$ cat src/rtl/delay_line_sched_if.sv
// Requester/consumer bundle for delay_line_sched; the optional grant_cnt
// signal exists only when SCHED_GRANT_CNT_EN is defined.
interface delay_line_sched_if #(
    parameter int NREQ = 4,
    parameter int IW   = 2,
    parameter int DW   = 8
);
    logic                 run;
    logic                 hold;
    logic [NREQ-1:0]      req;
    logic [NREQ*DW-1:0]   req_data;
    logic [NREQ-1:0]      grant;
    logic                 out_valid;
    logic [DW-1:0]        out_data;
    logic [IW-1:0]        out_id;
    logic                 busy;
    logic                 done;
`ifdef SCHED_GRANT_CNT_EN
    logic [15:0]          grant_cnt;

    modport master (
        output run, hold, req, req_data,
        input  grant, out_valid, out_data, out_id, busy, done, grant_cnt
    );
    modport slave (
        input  run, hold, req, req_data,
        output grant, out_valid, out_data, out_id, busy, done, grant_cnt
    );
`else
    modport master (
        output run, hold, req, req_data,
        input  grant, out_valid, out_data, out_id, busy, done
    );
    modport slave (
        input  run, hold, req, req_data,
        output grant, out_valid, out_data, out_id, busy, done
    );
`endif
endinterface

$ cat src/rtl/delay_line_sched.sv
// Round-robin scheduler feeding a shared DEPTH-stage tagged delay line with a
// run/drain FSM. Optional grant counter enabled by SCHED_GRANT_CNT_EN.
module delay_line_sched #(
    parameter int NREQ  = 4,
    parameter int IW    = 2,
    parameter int DW    = 8,
    parameter int DEPTH = 3
) (
    input  logic               clock,
    input  logic               reset_n,
    delay_line_sched_if.slave  bus
);
    typedef enum logic [1:0] {
        ST_IDLE  = 2'd0,
        ST_RUN   = 2'd1,
        ST_DRAIN = 2'd2
    } state_t;

    // Every stage except the last; all clear means the line is empty after the next shift.
    localparam logic [DEPTH-1:0] LOW_MASK = DEPTH'((32'd1 << (DEPTH - 1)) - 32'd1);

    state_t            state_r;
    logic [IW-1:0]     ptr_r;
    logic              done_r;
    logic [DEPTH-1:0]  valid_r;
    logic [IW-1:0]     id_r   [DEPTH];
    logic [DW-1:0]     data_r [DEPTH];

    logic [NREQ-1:0]   grant_s;
    logic              grant_any_s;
    logic [IW-1:0]     grant_idx_s;
    logic [DW-1:0]     word_s;

    // Round-robin pick: first asserted request at or after ptr+1, wrapping.
    always_comb begin
        int cand;
        cand        = 0;
        grant_s     = '0;
        grant_any_s = 1'b0;
        grant_idx_s = '0;
        word_s      = '0;
        if (state_r == ST_RUN && bus.run && !bus.hold) begin
            for (int k = 1; k <= NREQ; k++) begin
                cand = (int'(ptr_r) + k) % NREQ;
                if (!grant_any_s && bus.req[cand]) begin
                    grant_any_s   = 1'b1;
                    grant_idx_s   = IW'(cand);
                    grant_s[cand] = 1'b1;
                    word_s        = bus.req_data[cand*DW +: DW];
                end else begin
                    grant_any_s = grant_any_s;
                end
            end
        end else begin
            grant_any_s = 1'b0;
        end
    end

    // Delay line: load stage 0 with the granted entry and shift on every non-hold cycle.
    always_ff @(posedge clock or negedge reset_n) begin
        if (!reset_n) begin
            valid_r <= '0;
            for (int s = 0; s < DEPTH; s++) begin
                id_r[s]   <= '0;
                data_r[s] <= '0;
            end
        end else if (!bus.hold) begin
            for (int s = DEPTH - 1; s > 0; s--) begin
                valid_r[s] <= valid_r[s-1];
                id_r[s]    <= id_r[s-1];
                data_r[s]  <= data_r[s-1];
            end
            valid_r[0] <= grant_any_s;
            id_r[0]    <= grant_idx_s;
            data_r[0]  <= word_s;
        end else begin
            valid_r <= valid_r;
        end
    end

    // Run/drain state machine with round-robin pointer and done pulse.
    always_ff @(posedge clock or negedge reset_n) begin
        if (!reset_n) begin
            state_r <= ST_IDLE;
            ptr_r   <= IW'(NREQ - 1);
            done_r  <= 1'b0;
        end else if (bus.hold) begin
            done_r  <= 1'b0;
        end else begin
            done_r <= 1'b0;
            if (grant_any_s) begin
                ptr_r <= grant_idx_s;
            end else begin
                ptr_r <= ptr_r;
            end
            case (state_r)
                ST_IDLE: begin
                    if (bus.run) state_r <= ST_RUN;
                    else         state_r <= ST_IDLE;
                end
                ST_RUN: begin
                    if (!bus.run) state_r <= ST_DRAIN;
                    else          state_r <= ST_RUN;
                end
                ST_DRAIN: begin
                    // Stage 0 loads invalid here, so only the upper stages decide emptiness.
                    if ((valid_r & LOW_MASK) == '0) begin
                        state_r <= ST_IDLE;
                        done_r  <= 1'b1;
                    end else begin
                        state_r <= ST_DRAIN;
                    end
                end
                default: begin
                    state_r <= ST_IDLE;
                end
            endcase
        end
    end

`ifdef SCHED_GRANT_CNT_EN
    logic [15:0] grant_cnt_r;

    // Free-running count of issued grants, wrapping at 16 bits.
    always_ff @(posedge clock or negedge reset_n) begin
        if (!reset_n) begin
            grant_cnt_r <= 16'd0;
        end else if (grant_any_s) begin
            grant_cnt_r <= grant_cnt_r + 16'd1;
        end else begin
            grant_cnt_r <= grant_cnt_r;
        end
    end

    assign bus.grant_cnt = grant_cnt_r;
`endif

    assign bus.grant     = grant_s;
    assign bus.out_valid = valid_r[DEPTH-1];
    assign bus.out_data  = data_r[DEPTH-1];
    assign bus.out_id    = id_r[DEPTH-1];
    assign bus.busy      = |valid_r;
    assign bus.done      = done_r;

endmodule

$ cat src/flat_wrapper.sv
// flat-port wrapper written by rule: the top's interface ports become plain ports
module delay_line_sched_flat 
#(
    parameter int NREQ  = 4,
    parameter int IW    = 2,
    parameter int DW    = 8,
    parameter int DEPTH = 3
)
  (clock, reset_n, bus_run, bus_hold, bus_req, bus_req_data, bus_grant, bus_out_valid, bus_out_data, bus_out_id, bus_busy, bus_done);
  delay_line_sched_if #(.NREQ(NREQ), .IW(IW), .DW(DW)) bus_i ();
  input  logic clock;
  input  logic reset_n;
  input wire logic [$bits(bus_i.run)-1:0] bus_run;
  input wire logic [$bits(bus_i.hold)-1:0] bus_hold;
  input wire logic [$bits(bus_i.req)-1:0] bus_req;
  input wire logic [$bits(bus_i.req_data)-1:0] bus_req_data;
  output wire logic [$bits(bus_i.grant)-1:0] bus_grant;
  output wire logic [$bits(bus_i.out_valid)-1:0] bus_out_valid;
  output wire logic [$bits(bus_i.out_data)-1:0] bus_out_data;
  output wire logic [$bits(bus_i.out_id)-1:0] bus_out_id;
  output wire logic [$bits(bus_i.busy)-1:0] bus_busy;
  output wire logic [$bits(bus_i.done)-1:0] bus_done;
  assign bus_i.run = bus_run;
  assign bus_i.hold = bus_hold;
  assign bus_i.req = bus_req;
  assign bus_i.req_data = bus_req_data;
  assign bus_grant = bus_i.grant;
  assign bus_out_valid = bus_i.out_valid;
  assign bus_out_data = bus_i.out_data;
  assign bus_out_id = bus_i.out_id;
  assign bus_busy = bus_i.busy;
  assign bus_done = bus_i.done;
  delay_line_sched #(.NREQ(NREQ), .IW(IW), .DW(DW), .DEPTH(DEPTH)) u_core (.clock(clock), .reset_n(reset_n), .bus(bus_i));
endmodule
$ cat config.mk
export PLATFORM = sky130hd
export DESIGN_NAME = delay_line_sched_flat
export DESIGN_NICKNAME = d
export VERILOG_FILES = /design/src/rtl/delay_line_sched_if.sv /design/src/rtl/delay_line_sched.sv /design/src/flat_wrapper.sv
export SDC_FILE = /design/constraint.sdc
export NUM_CORES = 1
export LEC_CHECK = 0
export CAP_MARGIN = 20
export CORE_AREA = 2 2 68 102
export DETAILED_ROUTE_END_ITERATION = 16
export DIE_AREA = 0 0 70 104
export GPL_ROUTABILITY_DRIVEN = 1
export PLACE_DENSITY = 0.76
export REMOVE_ABC_BUFFERS = 1
export SLEW_MARGIN = 20
export SYNTH_ARGS = -nofsm -noshare
export SYNTH_HDL_FRONTEND = slang
export SYNTH_SLANG_ARGS = --single-unit
$ cat constraint.sdc
create_clock -name clock -period 3.95 [get_ports clock]
set_clock_uncertainty 0.2 [all_clocks]
set_input_delay 0.9875 -clock clock [delete_from_list [all_inputs] [get_ports clock]]
set_output_delay 0.9875 -clock clock [all_outputs]
set_load 0.03 [all_outputs]
# Word level (Yosys, flattened, before mapping)
# Cells that the tools add are included.
# word_totals
regBits	38
# classes
n_mux	53
shifts	4
n_lt_le_gt_ge	8
addsub	4
n_eq_ne	2
n_bitwise	8
reduce_logical	21
# op_table
cell	count
32-bit by 6-bit variable part select with 8-bit output	4
8-bit 2-to-1 mux	5
4-bit 2-to-1 mux	8
1-bit 2-to-1 mux	24
3-bit by 4-bit < comparator with 1-bit output (second input constant)	4
2-bit 2-to-1 mux	7
3-bit by 1-bit greater-or-equal comparator with 1-bit output (second input constant)	4
4-bit bitwise OR	3
1-bit logical AND	9
1-bit binary-select mux with 2-bit select	4
1-bit demux with 2-bit select	4
2-bit OR reduction	4
2-bit case mux with 3 select lines	1
2-bit by 1-bit adder with 2-bit output (second input constant)	2
2-bit adder (second input constant)	2
1-bit bitwise AND (first input constant)	4
1-bit logical NOT	4
3-bit logical NOT	1
3-bit OR reduction	1
2-bit by 1-bit equality test with 1-bit output (second input constant)	1
2-bit equality test (second input constant)	1
2-bit logical NOT	1
2-bit AND reduction	1
1-bit inverter	1

# Longest topological paths before layout
# Gate-level depths: netlist of the first run.
# logic_depth
ltp_word	21
ltp_mapped	11
ltp_nobuf	7

# Worst setup path before layout of the first run
# No wires, ideal clock.
# synth_timing
kind	register -> output
start	register u_core.ptr_r[0]
end	output port bus_grant[0]
path_buffers	4
path_stages_with_launch	11
arrival_time_ns	3.187
setup_slack_ns	-0.425
required_time_ns	2.763
cell_sequence	dfstp_2 -> buf_4 -> buf_4 -> buf_2 -> inv_1 -> ha_1 -> mux4_1 -> nor2b_2 -> buf_6 -> a221oi_1 -> a221oi_1
# synth_via
elab_chain_cells	18
word_cells_on_any_way	67
classes_between	4 x add/sub; 8 x order compare; 34 x mux; 7 x bitwise; 14 x reduce/logical
# synth_rtl
item	line_no	rtl
from (decl)	delay_line_sched.sv:23	logic [IW-1:0] ptr_r;
from (signal assigned)	delay_line_sched.sv:85	ptr_r <= IW'(NREQ - 1);
from (signal assigned)	delay_line_sched.sv:92	ptr_r <= grant_idx_s;
from (signal assigned)	delay_line_sched.sv:94	ptr_r <= ptr_r;
2-bit by 1-bit adder with 2-bit output	delay_line_sched.sv:44	cand = (int'(ptr_r) + k) % NREQ;
2-bit OR reduction (no line) / 1-bit binary-select mux with 2-bit select (equally long branches)	--	
1-bit bitwise AND (no line) / 1-bit 2-to-1 mux (equally long branches)	--	
3-bit by 4-bit < comparator with 1-bit output (not written as such), or another cell as far along	delay_line_sched.sv:48	grant_s[cand] = 1'b1;
1-bit logical AND (not written as such) / 1-bit 2-to-1 mux (equally long branches)	delay_line_sched.sv:48, delay_line_sched.sv:45	
1-bit 2-to-1 mux, on equally long branches	delay_line_sched.sv:48, delay_line_sched.sv:42	
1-bit demux with 2-bit select / 1-bit logical NOT (equally long branches)	--	
4-bit 2-to-1 mux / 1-bit logical AND (equally long branches)	delay_line_sched.sv:45	if (!grant_any_s && bus.req[cand]) begin
[... 2 more ...]	--	
4-bit 2-to-1 mux / 1-bit logical NOT (equally long branches)	delay_line_sched.sv:45	
4-bit 2-to-1 mux / 1-bit logical AND (equally long branches)	delay_line_sched.sv:42, delay_line_sched.sv:45	
4-bit bitwise OR (no line) / 1-bit 2-to-1 mux (equally long branches)	--	
4-bit 2-to-1 mux / 1-bit 2-to-1 mux (equally long branches)	delay_line_sched.sv:45, delay_line_sched.sv:42	
4-bit 2-to-1 mux / 1-bit logical NOT (equally long branches)	delay_line_sched.sv:42, delay_line_sched.sv:45	
4-bit bitwise OR (no line) / 1-bit logical AND (equally long branches)	--	
4-bit 2-to-1 mux *	delay_line_sched.sv:45	
4-bit 2-to-1 mux *	delay_line_sched.sv:42	if (state_r == ST_RUN && bus.run && !bus.hold) begin
to (decl)	flat_wrapper.sv:17	output wire logic [$bits(bus_i.grant)-1:0] bus_grant;
# Every way passes the cells marked *; elsewhere a longest branch is shown, timed or not. The select of a mux whose other input is x is not followed.

# Worst setup path in the final report of the first run
# layout_timing
start	input port bus_req[2]
end	output port bus_grant[0]
# layout_via
elab_chain_cells	17
word_cells_on_any_way	35
classes_between	26 x mux; 3 x bitwise; 6 x reduce/logical
# layout_rtl
item	line_no	rtl
from (decl)	flat_wrapper.sv:15	input wire logic [$bits(bus_i.req)-1:0] bus_req;
1-bit binary-select mux with 2-bit select	delay_line_sched.sv:45	
1-bit 2-to-1 mux (not written as such) (2 in series)	delay_line_sched.sv:45	
1-bit 2-to-1 mux	delay_line_sched.sv:45	
1-bit 2-to-1 mux	delay_line_sched.sv:42	
1-bit logical NOT	delay_line_sched.sv:45	
1-bit logical AND	delay_line_sched.sv:45	
1-bit 2-to-1 mux	delay_line_sched.sv:45	
1-bit 2-to-1 mux	delay_line_sched.sv:42	
1-bit logical NOT	delay_line_sched.sv:45	
1-bit logical AND	delay_line_sched.sv:45	
1-bit 2-to-1 mux	delay_line_sched.sv:45	
1-bit 2-to-1 mux	delay_line_sched.sv:42	
1-bit logical NOT	delay_line_sched.sv:45	
1-bit logical AND	delay_line_sched.sv:45	
4-bit 2-to-1 mux *	delay_line_sched.sv:45	
4-bit 2-to-1 mux *	delay_line_sched.sv:42	
# Marked as above.

==> results of run 1 <==
==> sequential cells by signal, indices dropped and copies added (netlist names) <==
| signal | count |
|---|---|
| u_core.state_r | 2 |
| u_core.id_r | 4 |
| u_core.bus.out_data | 8 |
| u_core.bus.out_id | 2 |
| u_core.valid_r | 3 |
| u_core.ptr_r | 2 |
| u_core.bus.done | 1 |
| u_core.data_r | 16 |
==> cells by family after synthesis <==
logic type               Yosys count  synth area share
AND/OR/NAND/NOR                   62            0.1118
XOR/XNOR                           1          0.002965
buffers and inverters             36           0.07369
flip-flops                        38            0.3227
AO/OA/AOI/OAI                     64            0.1665
adder cells (fa/ha/maj)            8           0.03389
multiplexers                      52            0.2884
==> worst paths after layout <==
path / start / end / slack [ns] / depth (start not counted)
max reg2reg: u_core.ptr_r[0] / u_core.data_r[19] / 0.97 / 9
min in group asynchronous: reset_n / u_core.bus.out_data[0] / 0.58 / 1
min reg2reg: u_core.id_r[5] / u_core.id_r[5] / 0.29 / 1
max in group asynchronous: reset_n / u_core.bus.out_data[2] / 2.46 / 1
max: bus_req[2] / bus_grant[0] / 0.09 / 7
min: u_core.id_r[5] / u_core.id_r[5] / 0.29 / 1
==> cell usage in the layout, fill, tap and decap left out, types with 4 or more instances in the layout <==
master,n
sky130_fd_sc_hd__dfrtp_1,36
sky130_fd_sc_hd__inv_1,6
sky130_fd_sc_hd__mux2_2,22
sky130_fd_sc_hd__a221oi_1,7
sky130_fd_sc_hd__o21ai_0,4
sky130_fd_sc_hd__o21ai_1,6
sky130_fd_sc_hd__a221o_1,4
sky130_fd_sc_hd__ha_1,8
sky130_fd_sc_hd__mux4_2,25
sky130_fd_sc_hd__a22oi_1,8
sky130_fd_sc_hd__nor2_1,8
sky130_fd_sc_hd__a21oi_1,9
sky130_fd_sc_hd__mux2i_1,6
sky130_fd_sc_hd__nor2b_1,4
sky130_fd_sc_hd__nand2_1,21
sky130_fd_sc_hd__buf_4,24
sky130_fd_sc_hd__clkbuf_8,6
sky130_fd_sc_hd__a221oi_2,7
sky130_fd_sc_hd__clkdlybuf4s50_1,47
==> power breakdown <==
group	total, mW	switching [mW]	leakage [nW]	internal (mW)
Sequential	0.537	0.0538	0.513	0.483
Combinational	1.67	0.842	1.07	0.825
Clock	0.399	0.130	0.0714	0.269
Total	2.60	1.03	1.65	1.58
==> repair_timing <==
action	CTS	global route
cloned	0	1
resized for setup	15	8
pin swaps	6	4
setup buffers	3	2
setup endpoints to repair	4	4
hold buffers	0	0
==> metrics by stage <==
stage	setup WS (ns)	power (mW)	cells	util
after detailed placement	-0.1889	2.020	382	0.5532
after global placement	-0.1687	1.985	382	0.5532
after global routing	0.03097	2.771	396	0.5986
after floorplan	-0.8898	1.590	232	-
final	0.08580	2.604	396	0.5986
after CTS	0.01330	2.520	393	0.5888
==> critical path, stage by stage <==
cell and delay [ns]:
sky130_fd_sc_hd__dlygate4sd2_1 0.24, sky130_fd_sc_hd__buf_4 0.15, sky130_fd_sc_hd__mux4_2 0.51, sky130_fd_sc_hd__buf_6 0.18
sky130_fd_sc_hd__a221oi_2 0.33, sky130_fd_sc_hd__a221oi_2 0.09, sky130_fd_sc_hd__buf_4 0.18
==> metal layers <==
layer | part of all wire | GRT usage | up-vias
met4 | 0.015 | 0.07418 | 0
met5 | 0 | 0 | -
met1 | 0.43 | 0.2476 | 1184
met2 | 0.52 | 0.3170 | 68
met3 | 0.039 | 0.02035 | 8
li1 | - | - | 1123
==> cell type report <==
class                      count  area [sq um]  share of cell area
clock buffer                   6         82.58             0.02157
clock inverter                 2         60.06             0.01569
inverter                       7         26.28            0.006863
multi-input combinational    188          1879              0.4908
sequential                    38         953.4              0.2490
tap                           76         95.09             0.02484
timing repair buffer          79         732.0              0.1912
==> impl_metrics.py, run 1 <==
metrics = {
    "clocking": {
        "clk_latency_ns": 0.28,
        "cts.sink_count": 38,
        "cts_htree_levels": 2,
        "cts_root_buf": "sky130_fd_sc_hd__clkbuf_8",
        "clock_tree.buffer_depth": 2,
        "cts_made_buffers": 5,
        "tritoncts": "done",
        "worst_path_clk_slew_ns": 0.07,
    },
    "layout": {
        "final.fill_count": 527,
        "finish.instance_area_sq_mm": 0.003829,
        "ratio_of_cells_with_drive_above_1_in_the_final_layout": 0.3250,
        "antenna_cells_inserted": 0,
        "syn_to_final_growth_pct": 29.61,
        "design.final.nets": 367,
    },
    "timing": {
        "hold-worst-slack_ns": 0.2905,
        "worst_slew_pin_slew_ns": 0.7937,
        "rsz0062_at_grt": "false",
        "post-route-period-util": 0.9783,
        "relSlewSlack": 0.4709,
        "slew_viol_final": 0,
        "report.final.setup_viol": 0,
        "timing_hold_violations_final": 0,
        "fmaxAchievable_mhz": 258.8,
        "period_minus_slack_ns": 3.864,
        "finalSetupTns_ns": 0,
    },
    "status": {
        "outcome": "finished clean",
    },
    "worst_setup_path": {
        "worstPathRequired_ns": 2.76,
        "worst_ep_arrival_time_ns": 2.68,
        "timing.critical_path.to_type": "output port",
        "critical_path_class": "in2out",
        "path_max_fanout": 8,
        "critical_path.startpoint_type": "primary input",
    },
    "routing": {
        "route.vias.total": 2383,
        "drtAntennaViolNets": 0,
        "finalWirelength_um": 6702,
        "drt-pass1-iter-count": 4,
        "wl_per_cell_um": 16.92,
        "drc_violation_count_after_routing": 0,
        "viasPerCell": 6.018,
        "detail_route.iter0.violations": 190,
    },
    "place": {
        "placement.cell_area_sq_mm": 0.003538,
        "hpwl_after_dpl_um": 4748,
        "weighted_congestion_at_the_end_of_routability_driven_global_placement": 0.8557,
        "io_buffer_count": 56,
    },
    "yosys": {
        "synthDominantCellAreaShare": 0.3050,
        "yosys-top-cells-area": "sky130_fd_sc_hd__dfrtp_1 30%, sky130_fd_sc_hd__mux4_2 18%, sky130_fd_sc_hd__mux2_2 8.4%",
        "yosys_most_used_dff": "sky130_fd_sc_hd__dfrtp_1",
        "synthDistinctLibCells": 55,
        "netlist_top_cells_count": "36 x sky130_fd_sc_hd__dfrtp_1, 24 x sky130_fd_sc_hd__nand2_1, 23 x sky130_fd_sc_hd__mux4_2",
        "yosys.area.top_type": "sky130_fd_sc_hd__dfrtp_1",
        "synth_seq_cells": 38,
        "post-synth-top-count-cell": "sky130_fd_sc_hd__dfrtp_1",
        "synth_area_sq_mm": 0.002954,
        "yosys_warnings": 0,
        "synth-seq-area-share": 0.3227,
        "syn-instance-count": 261,
        "async_set_or_reset_flop_fraction_in_the_synthesized_netlist": 1.000,
        "synth_edf_count": 0,
        "postSynthAreaPerCell_sq_um": 11.32,
    },
    "die": {
        "floorplan.die.height_um": 104,
        "core_area_sq_mm": 0.006396,
        "die-area_sq_mm": 0.007280,
        "top_level_ports": 57,
        "placementRows": 36,
        "floorplan.initialDensity": 0.4619,
        "die_width_um": 70,
    },
    "global_route": {
        "grt.overflow.total": 0,
        "vias_in_the_first_global_route": 2434,
        "gr-usage-all-layers": 0.1885,
        "maximum_number_of_pins_on_one_net_before_global_route_repair": 41,
        "wire_length_of_the_first_global_routing_pass_um": 11460,
        "grt_antenna_before_repair": 0,
    },
    "power_and_ir_drop": {
        "ir_worst_vdd_mv": 0.5211,
        "leakage_nw": 1.651,
        "p_per_area_mw_per_mm2": 680.0,
    },
    "job": {
        "cap_violations": 0,
    },
    "hold_path": {
        "min_path_type": "reg2reg",
    },
}
Power figures use the tool's default switching activity.
==> run 2: changes to the inputs <==
Settings changed: CORE_AREA 2 2 68 102 to 2 2 82 84, DIE_AREA 0 0 70 104 to 0 0 84 86, PLACE_DENSITY 0.76 to 0.77.
==> run 2 against run 1 <==
  * Final cell count increased by 1.0%
  * Clock-buffer cell count is the same
  * Critical path depth unchanged
  * Fmax shrank 0.23%
  * Register-to-register slack gained 0.02 ns
  * Clock power is 3% higher
  * Combinational power about the same
  * Via count is 6.0% higher
  * Global-route usage up 2.3 points
  * Sequential share of layout area down 0.12 points
  * Critical path type unchanged
==> impl_metrics.py, run 2 (synthesis gave the netlist of run 1 again) <==
metrics = {
    "status": {
        "outcome": "finished clean",
    },
    "global_route": {
        "grt_antenna_before_repair": 0,
        "maximum_number_of_pins_on_one_net_before_global_route_repair": 41,
        "gr-usage-all-layers": 0.2119,
        "wire_length_of_the_first_global_routing_pass_um": 12290,
        "vias_in_the_first_global_route": 2474,
        "grt.overflow.total": 0,
    },
    "clocking": {
        "cts_made_buffers": 5,
        "cts_root_buf": "sky130_fd_sc_hd__clkbuf_8",
        "clock_tree.buffer_depth": 2,
        "cts_htree_levels": 2,
        "clk_latency_ns": 0.30,
        "cts.sink_count": 38,
        "tritoncts": "done",
        "worst_path_clk_slew_ns": 0.08,
    },
    "timing": {
        "worst_slew_pin_slew_ns": 0.8296,
        "rsz0062_at_grt": "false",
        "timing_hold_violations_final": 0,
        "report.final.setup_viol": 0,
        "finalSetupTns_ns": 0,
        "slew_viol_final": 0,
        "post-route-period-util": 0.9806,
        "fmaxAchievable_mhz": 258.2,
        "relSlewSlack": 0.4469,
        "period_minus_slack_ns": 3.873,
    },
    "die": {
        "core_area_sq_mm": 0.006277,
        "floorplan.initialDensity": 0.4706,
        "die-area_sq_mm": 0.007224,
        "die_width_um": 84,
        "placementRows": 29,
        "top_level_ports": 57,
        "floorplan.die.height_um": 86,
    },
    "routing": {
        "route.vias.total": 2526,
        "wl_per_cell_um": 19.10,
        "drc_violation_count_after_routing": 0,
        "detail_route.iter0.violations": 199,
        "drtAntennaViolNets": 0,
        "finalWirelength_um": 7639,
        "viasPerCell": 6.315,
        "drt-pass1-iter-count": 4,
    },
    "layout": {
        "registers.top_by_ff_count": "u_core.data_r",
        "max_reg_flops": 16,
        "antenna_cells_inserted": 0,
        "syn_to_final_growth_pct": 30.24,
        "design.final.nets": 370,
        "ratio_of_cells_with_drive_above_1_in_the_final_layout": 0.3220,
        "multi_input_logic_area_sq_mm": 0.001869,
        "layout.area.seq_sq_um": 953.4,
        "final.fill_count": 516,
        "final_cell_mix": "47 x sky130_fd_sc_hd__clkdlybuf4s50_1, 36 x sky130_fd_sc_hd__dfrtp_1, 26 x sky130_fd_sc_hd__buf_4, 25 x sky130_fd_sc_hd__mux4_2, 23 x sky130_fd_sc_hd__nand2_1",
        "layout_utilization": 0.6129,
        "layout_commonest_cell": "sky130_fd_sc_hd__clkdlybuf4s50_1",
    },
    "worst_setup_path": {
        "critical_path_class": "in2out",
        "worstPathRequired_ns": 2.76,
        "critical_path.startpoint_type": "primary input",
        "path_max_fanout": 8,
        "timing.critical_path.to_type": "output port",
        "worst_ep_arrival_time_ns": 2.69,
    },
    "place": {
        "weighted_congestion_at_the_end_of_routability_driven_global_placement": 0.8135,
        "io_buffer_count": 56,
        "hpwl_after_dpl_um": 4973,
    },
    "power_and_ir_drop": {
        "leakage_nw": 1.663,
        "p_per_area_mw_per_mm2": 689.5,
        "ir_worst_vdd_mv": 0.5051,
    },
    "hold_path": {
        "min_path_type": "reg2reg",
    },
    "job": {
        "cap_violations": 0,
    },
}
## run 2: changes by cell type in the layout (fill, tap and decap cells not counted), sizes merged
cell / previous run / this run
clkdlybuf4s15: 0 / 1
buf: 28 / 31
dlygate4sd2: 2 / 1
## run 2: final timing paths
check                                      from           endpoint  depth (start not counted)  slack, ns
worst max register to register  u_core.ptr_r[0]  u_core.data_r[20]                          9       0.99
worst min register to register   u_core.id_r[5]     u_core.id_r[5]                          1       0.28
min in group asynchronous               reset_n  u_core.data_r[16]                          1       0.59
max in group asynchronous               reset_n  u_core.data_r[23]                          1       2.43
worst min-delay path             u_core.id_r[5]     u_core.id_r[5]                          1       0.28
worst max-delay path                 bus_req[2]       bus_grant[0]                          7       0.08
## run 2: layout make-up
class / instances / share of cell area
flip-flops and latches: 38 / 0.2478
repair buffers: 82 / 0.1974
multi-input cells: 188 / 0.4859
well taps: 77 / 0.02504
clock inverters: 2 / 0.01561
inverters: 7 / 0.006829
clock buffers: 6 / 0.02146
## run 2: power by group
| part | switching [mW] | total, mW | internal [mW] |
|---|---|---|---|
| clock network | 0.140 | 0.409 | 0.269 |
| registers | 0.0570 | 0.540 | 0.483 |
| logic | 0.867 | 1.70 | 0.836 |
| total | 1.06 | 2.65 | 1.59 |
## run 2: critical path: stages
cell and delay, ns:
sky130_fd_sc_hd__dlygate4sd2_1 0.25, sky130_fd_sc_hd__buf_6 0.12, sky130_fd_sc_hd__mux4_2 0.50, sky130_fd_sc_hd__buf_4 0.22
sky130_fd_sc_hd__a221oi_2 0.33, sky130_fd_sc_hd__a221oi_2 0.10, sky130_fd_sc_hd__buf_4 0.18
## run 2: what timing repair did
action / 4_1_cts / 5_1_grt
endpoints found under the setup margin: 4 / 4
pin swaps: 5 / 3
buffers inserted: 4 / 3
cloned: 1 / 0
resized for setup: 14 / 8
hold buffers: 0 / 0
## run 2: layer usage
layer / routed length (um) / global-route usage
met5: 0 / 0
met4: 228 / 0.09531
met3: 587 / 0.03369
met2: 3637 / 0.3404
met1: 3185 / 0.2857
## run 2: stage by stage
stage | cells | hold WS (ns) | area, sq um | setup slack (ns) | power, mW
after floorplan | 232 | 0.2494 | 2763 | -0.8898 | 1.590
after global placement | 384 | 0.2621 | 3547 | -0.1929 | 2.008
after detailed placement | 384 | 0.2678 | 3547 | -0.2649 | 2.040
after CTS | 397 | 0.2854 | 3800 | 0.01006 | 2.590
after global routing | 400 | 0.2983 | 3847 | 0.01178 | 2.808
final | 400 | 0.2846 | 3847 | 0.07673 | 2.653
==> run 3: changes to the inputs <==
Settings changed: CORE_AREA 2 2 82 84 to 3 3 83 85, DIE_AREA 0 0 84 86 to 0 0 86 88.
==> run 3 against run 2 <==
  * Clock power fell by 39%
  * First-iteration DRC count grew 12%
  * Design area is 1.9% lower
  * Sequential power shrank 0.7%
  * Total power is 6.4% lower
  * Combinational power hardly changed
  * Critical path type unchanged
==> impl_metrics.py, run 3 (synthesis gave the netlist of run 1 again) <==
metrics = {
    "power_and_ir_drop": {
        "power.switching_fraction": 0.4229,
        "internal_power_mw": 1.433,
        "sequentialPowerShare": 0.216,
        "totalPowerFinal_mw": 2.482,
        "p_per_area_mw_per_mm2": 657.4,
        "leakage_nw": 1.633,
        "pwr-share-comb": 0.684,
        "ir_worst_vdd_mv": 0.3833,
        "switchingPower_mw": 1.050,
        "clock_power_share": 0.100,
    },
    "clocking": {
        "worst_path_clk_slew_ns": 0.07,
        "clock_tree.buffer_depth": 2,
        "cts_htree_levels": 2,
        "cts_made_buffers": 5,
        "cts.sink_count": 38,
        "cts_root_buf": "sky130_fd_sc_hd__clkbuf_8",
        "tritoncts": "done",
        "clk_latency_ns": 0.29,
        "postCtsHoldBufs": 0,
    },
    "routing": {
        "drtAntennaViolNets": 0,
        "drc_violation_count_after_routing": 0,
        "route.vias.total": 2493,
        "finalWirelength_um": 7437,
        "detail_route.iter0.violations": 223,
        "wl_per_cell_um": 18.73,
        "viasPerCell": 6.280,
        "drt-pass1-iter-count": 4,
    },
    "timing": {
        "slew_viol_final": 0,
        "relSlewSlack": 0.4470,
        "finalSetupTns_ns": 0,
        "period_minus_slack_ns": 3.909,
        "timing_hold_violations_final": 0,
        "fmaxAchievable_mhz": 255.8,
        "report.final.setup_viol": 0,
        "post-route-period-util": 0.9897,
        "worst_slew_pin_slew_ns": 0.8295,
    },
    "place": {
        "weighted_congestion_at_the_end_of_routability_driven_global_placement": 0.8122,
        "io_buffer_count": 56,
        "hpwl_after_dpl_um": 4989,
    },
    "worst_setup_path": {
        "critical_path.startpoint_type": "primary input",
        "timing.critical_path.to_type": "output port",
        "worstPathRequired_ns": 2.76,
        "path_max_fanout": 5,
        "critical_path_class": "in2out",
        "worst_ep_arrival_time_ns": 2.72,
    },
    "global_route": {
        "maximum_number_of_pins_on_one_net_before_global_route_repair": 41,
        "grt.overflow.total": 0,
        "grt_antenna_before_repair": 0,
        "gr-usage-all-layers": 0.2038,
        "wire_length_of_the_first_global_routing_pass_um": 12340,
        "vias_in_the_first_global_route": 2488,
    },
    "status": {
        "outcome": "finished clean",
    },
    "layout": {
        "final.fill_count": 511,
        "antenna_cells_inserted": 0,
        "design.final.nets": 368,
        "syn_to_final_growth_pct": 27.83,
        "layout_commonest_cell": "sky130_fd_sc_hd__clkdlybuf4s50_1",
        "final_cell_mix": "47 x sky130_fd_sc_hd__clkdlybuf4s50_1, 36 x sky130_fd_sc_hd__dfrtp_1, 24 x sky130_fd_sc_hd__mux4_2, 24 x sky130_fd_sc_hd__buf_4, 23 x sky130_fd_sc_hd__nand2_1",
        "max_reg_flops": 16,
        "registers.top_by_ff_count": "u_core.data_r",
        "ratio_of_cells_with_drive_above_1_in_the_final_layout": 0.3156,
    },
    "die": {
        "top_level_ports": 57,
        "floorplan.die.height_um": 88,
        "die_width_um": 86,
        "core_area_sq_mm": 0.006277,
        "floorplan.initialDensity": 0.4706,
        "die-area_sq_mm": 0.007568,
        "placementRows": 29,
    },
    "hold_path": {
        "min_path_type": "reg2reg",
    },
    "job": {
        "cap_violations": 0,
    },
}
-- run 3: cell types whose count changed in the layout (fill, tap and decap cells not counted), sizes merged --
| cell | previous run | this run |
|---|---|---|
| bufinv | 2 | 0 |
| buf | 31 | 29 |
| dlygate4sd2 | 1 | 2 |
| clkbuf | 6 | 5 |
| clkdlybuf4s15 | 1 | 0 |
| clkinv | 0 | 2 |
-- run 3: power groups by stage --
| stage | clock, mW | combinational, mW | sequential, mW |
|---|---|---|---|
| CTS | 0.252 | 1.62 | 0.553 |
| floorplan | 0 | 0.906 | 0.685 |
| global route | 0.271 | 1.84 | 0.549 |
| finish | 0.248 | 1.70 | 0.536 |
| detailed placement | 0 | 1.49 | 0.556 |
| global placement | 0 | 1.45 | 0.551 |
-- run 3: final timing paths --
kind	startpoint	endpoint	slack [ns]	cells after the start
max reg2reg	u_core.ptr_r[0]	u_core.data_r[23]	1.01	9
min	u_core.id_r[5]	u_core.id_r[5]	0.28	1
max	bus_req[3]	bus_grant[3]	0.04	7
min reg2reg	u_core.id_r[5]	u_core.id_r[5]	0.28	1
max in group asynchronous	reset_n	u_core.data_r[18]	2.43	1
min in group asynchronous	reset_n	u_core.bus.out_data[5]	0.60	1
-- run 3: what timing repair did --
| action | in CTS | in global routing |
|---|---|---|
| endpoints found under the setup margin | 4 | 4 |
| gates cloned | 1 | 0 |
| gates resized for setup | 14 | 7 |
| pin swaps | 5 | 5 |
| setup buffers | 3 | 2 |
-- run 3: layout make-up --
class                      count  area, sq um  share of cell area
multi-input combinational    188         1878              0.4973
clock inverter                 2        10.01            0.002651
sequential                    38        953.4              0.2525
clock buffer                   5        68.82             0.01822
inverter                       7        26.28            0.006958
timing repair buffer          80        743.2              0.1968
tap                           77        96.34             0.02551
-- run 3: routing by layer --
metal,wire (um),share of wire,track usage,up-vias
met4,120,0.016,0.07626,0
met1,3036,0.41,0.2714,1241
met2,3724,0.50,0.3350,111
li1,-,-,-,1130
met5,0,0,0,-
met3,555,0.075,0.03481,11
-- run 3: worst max-delay path, cell delays in order --
cell and delay [ns]:
sky130_fd_sc_hd__dlygate4sd2_1 0.25, sky130_fd_sc_hd__or3b_1 0.35, sky130_fd_sc_hd__a2111o_1 0.44, sky130_fd_sc_hd__nand2_4 0.13, sky130_fd_sc_hd__nand2_1 0.09, sky130_fd_sc_hd__a221oi_2 0.27, sky130_fd_sc_hd__buf_4 0.21
-- run 3: through the flow --
stage               utilization  hold slack (ns)  instance area, sq um  std cells  worst slack (ns)
floorplan                     -           0.2494                  2763        232           -0.8898
CTS                      0.5940           0.2850                  3729        395        -0.0006946
detailed placement       0.5651           0.2690                  3547        384           -0.2247
global route             0.6016           0.3217                  3776        397         -0.003744
finish                   0.6016           0.2790                  3776        397           0.04076
global placement         0.5651           0.2603                  3547        384           -0.1818
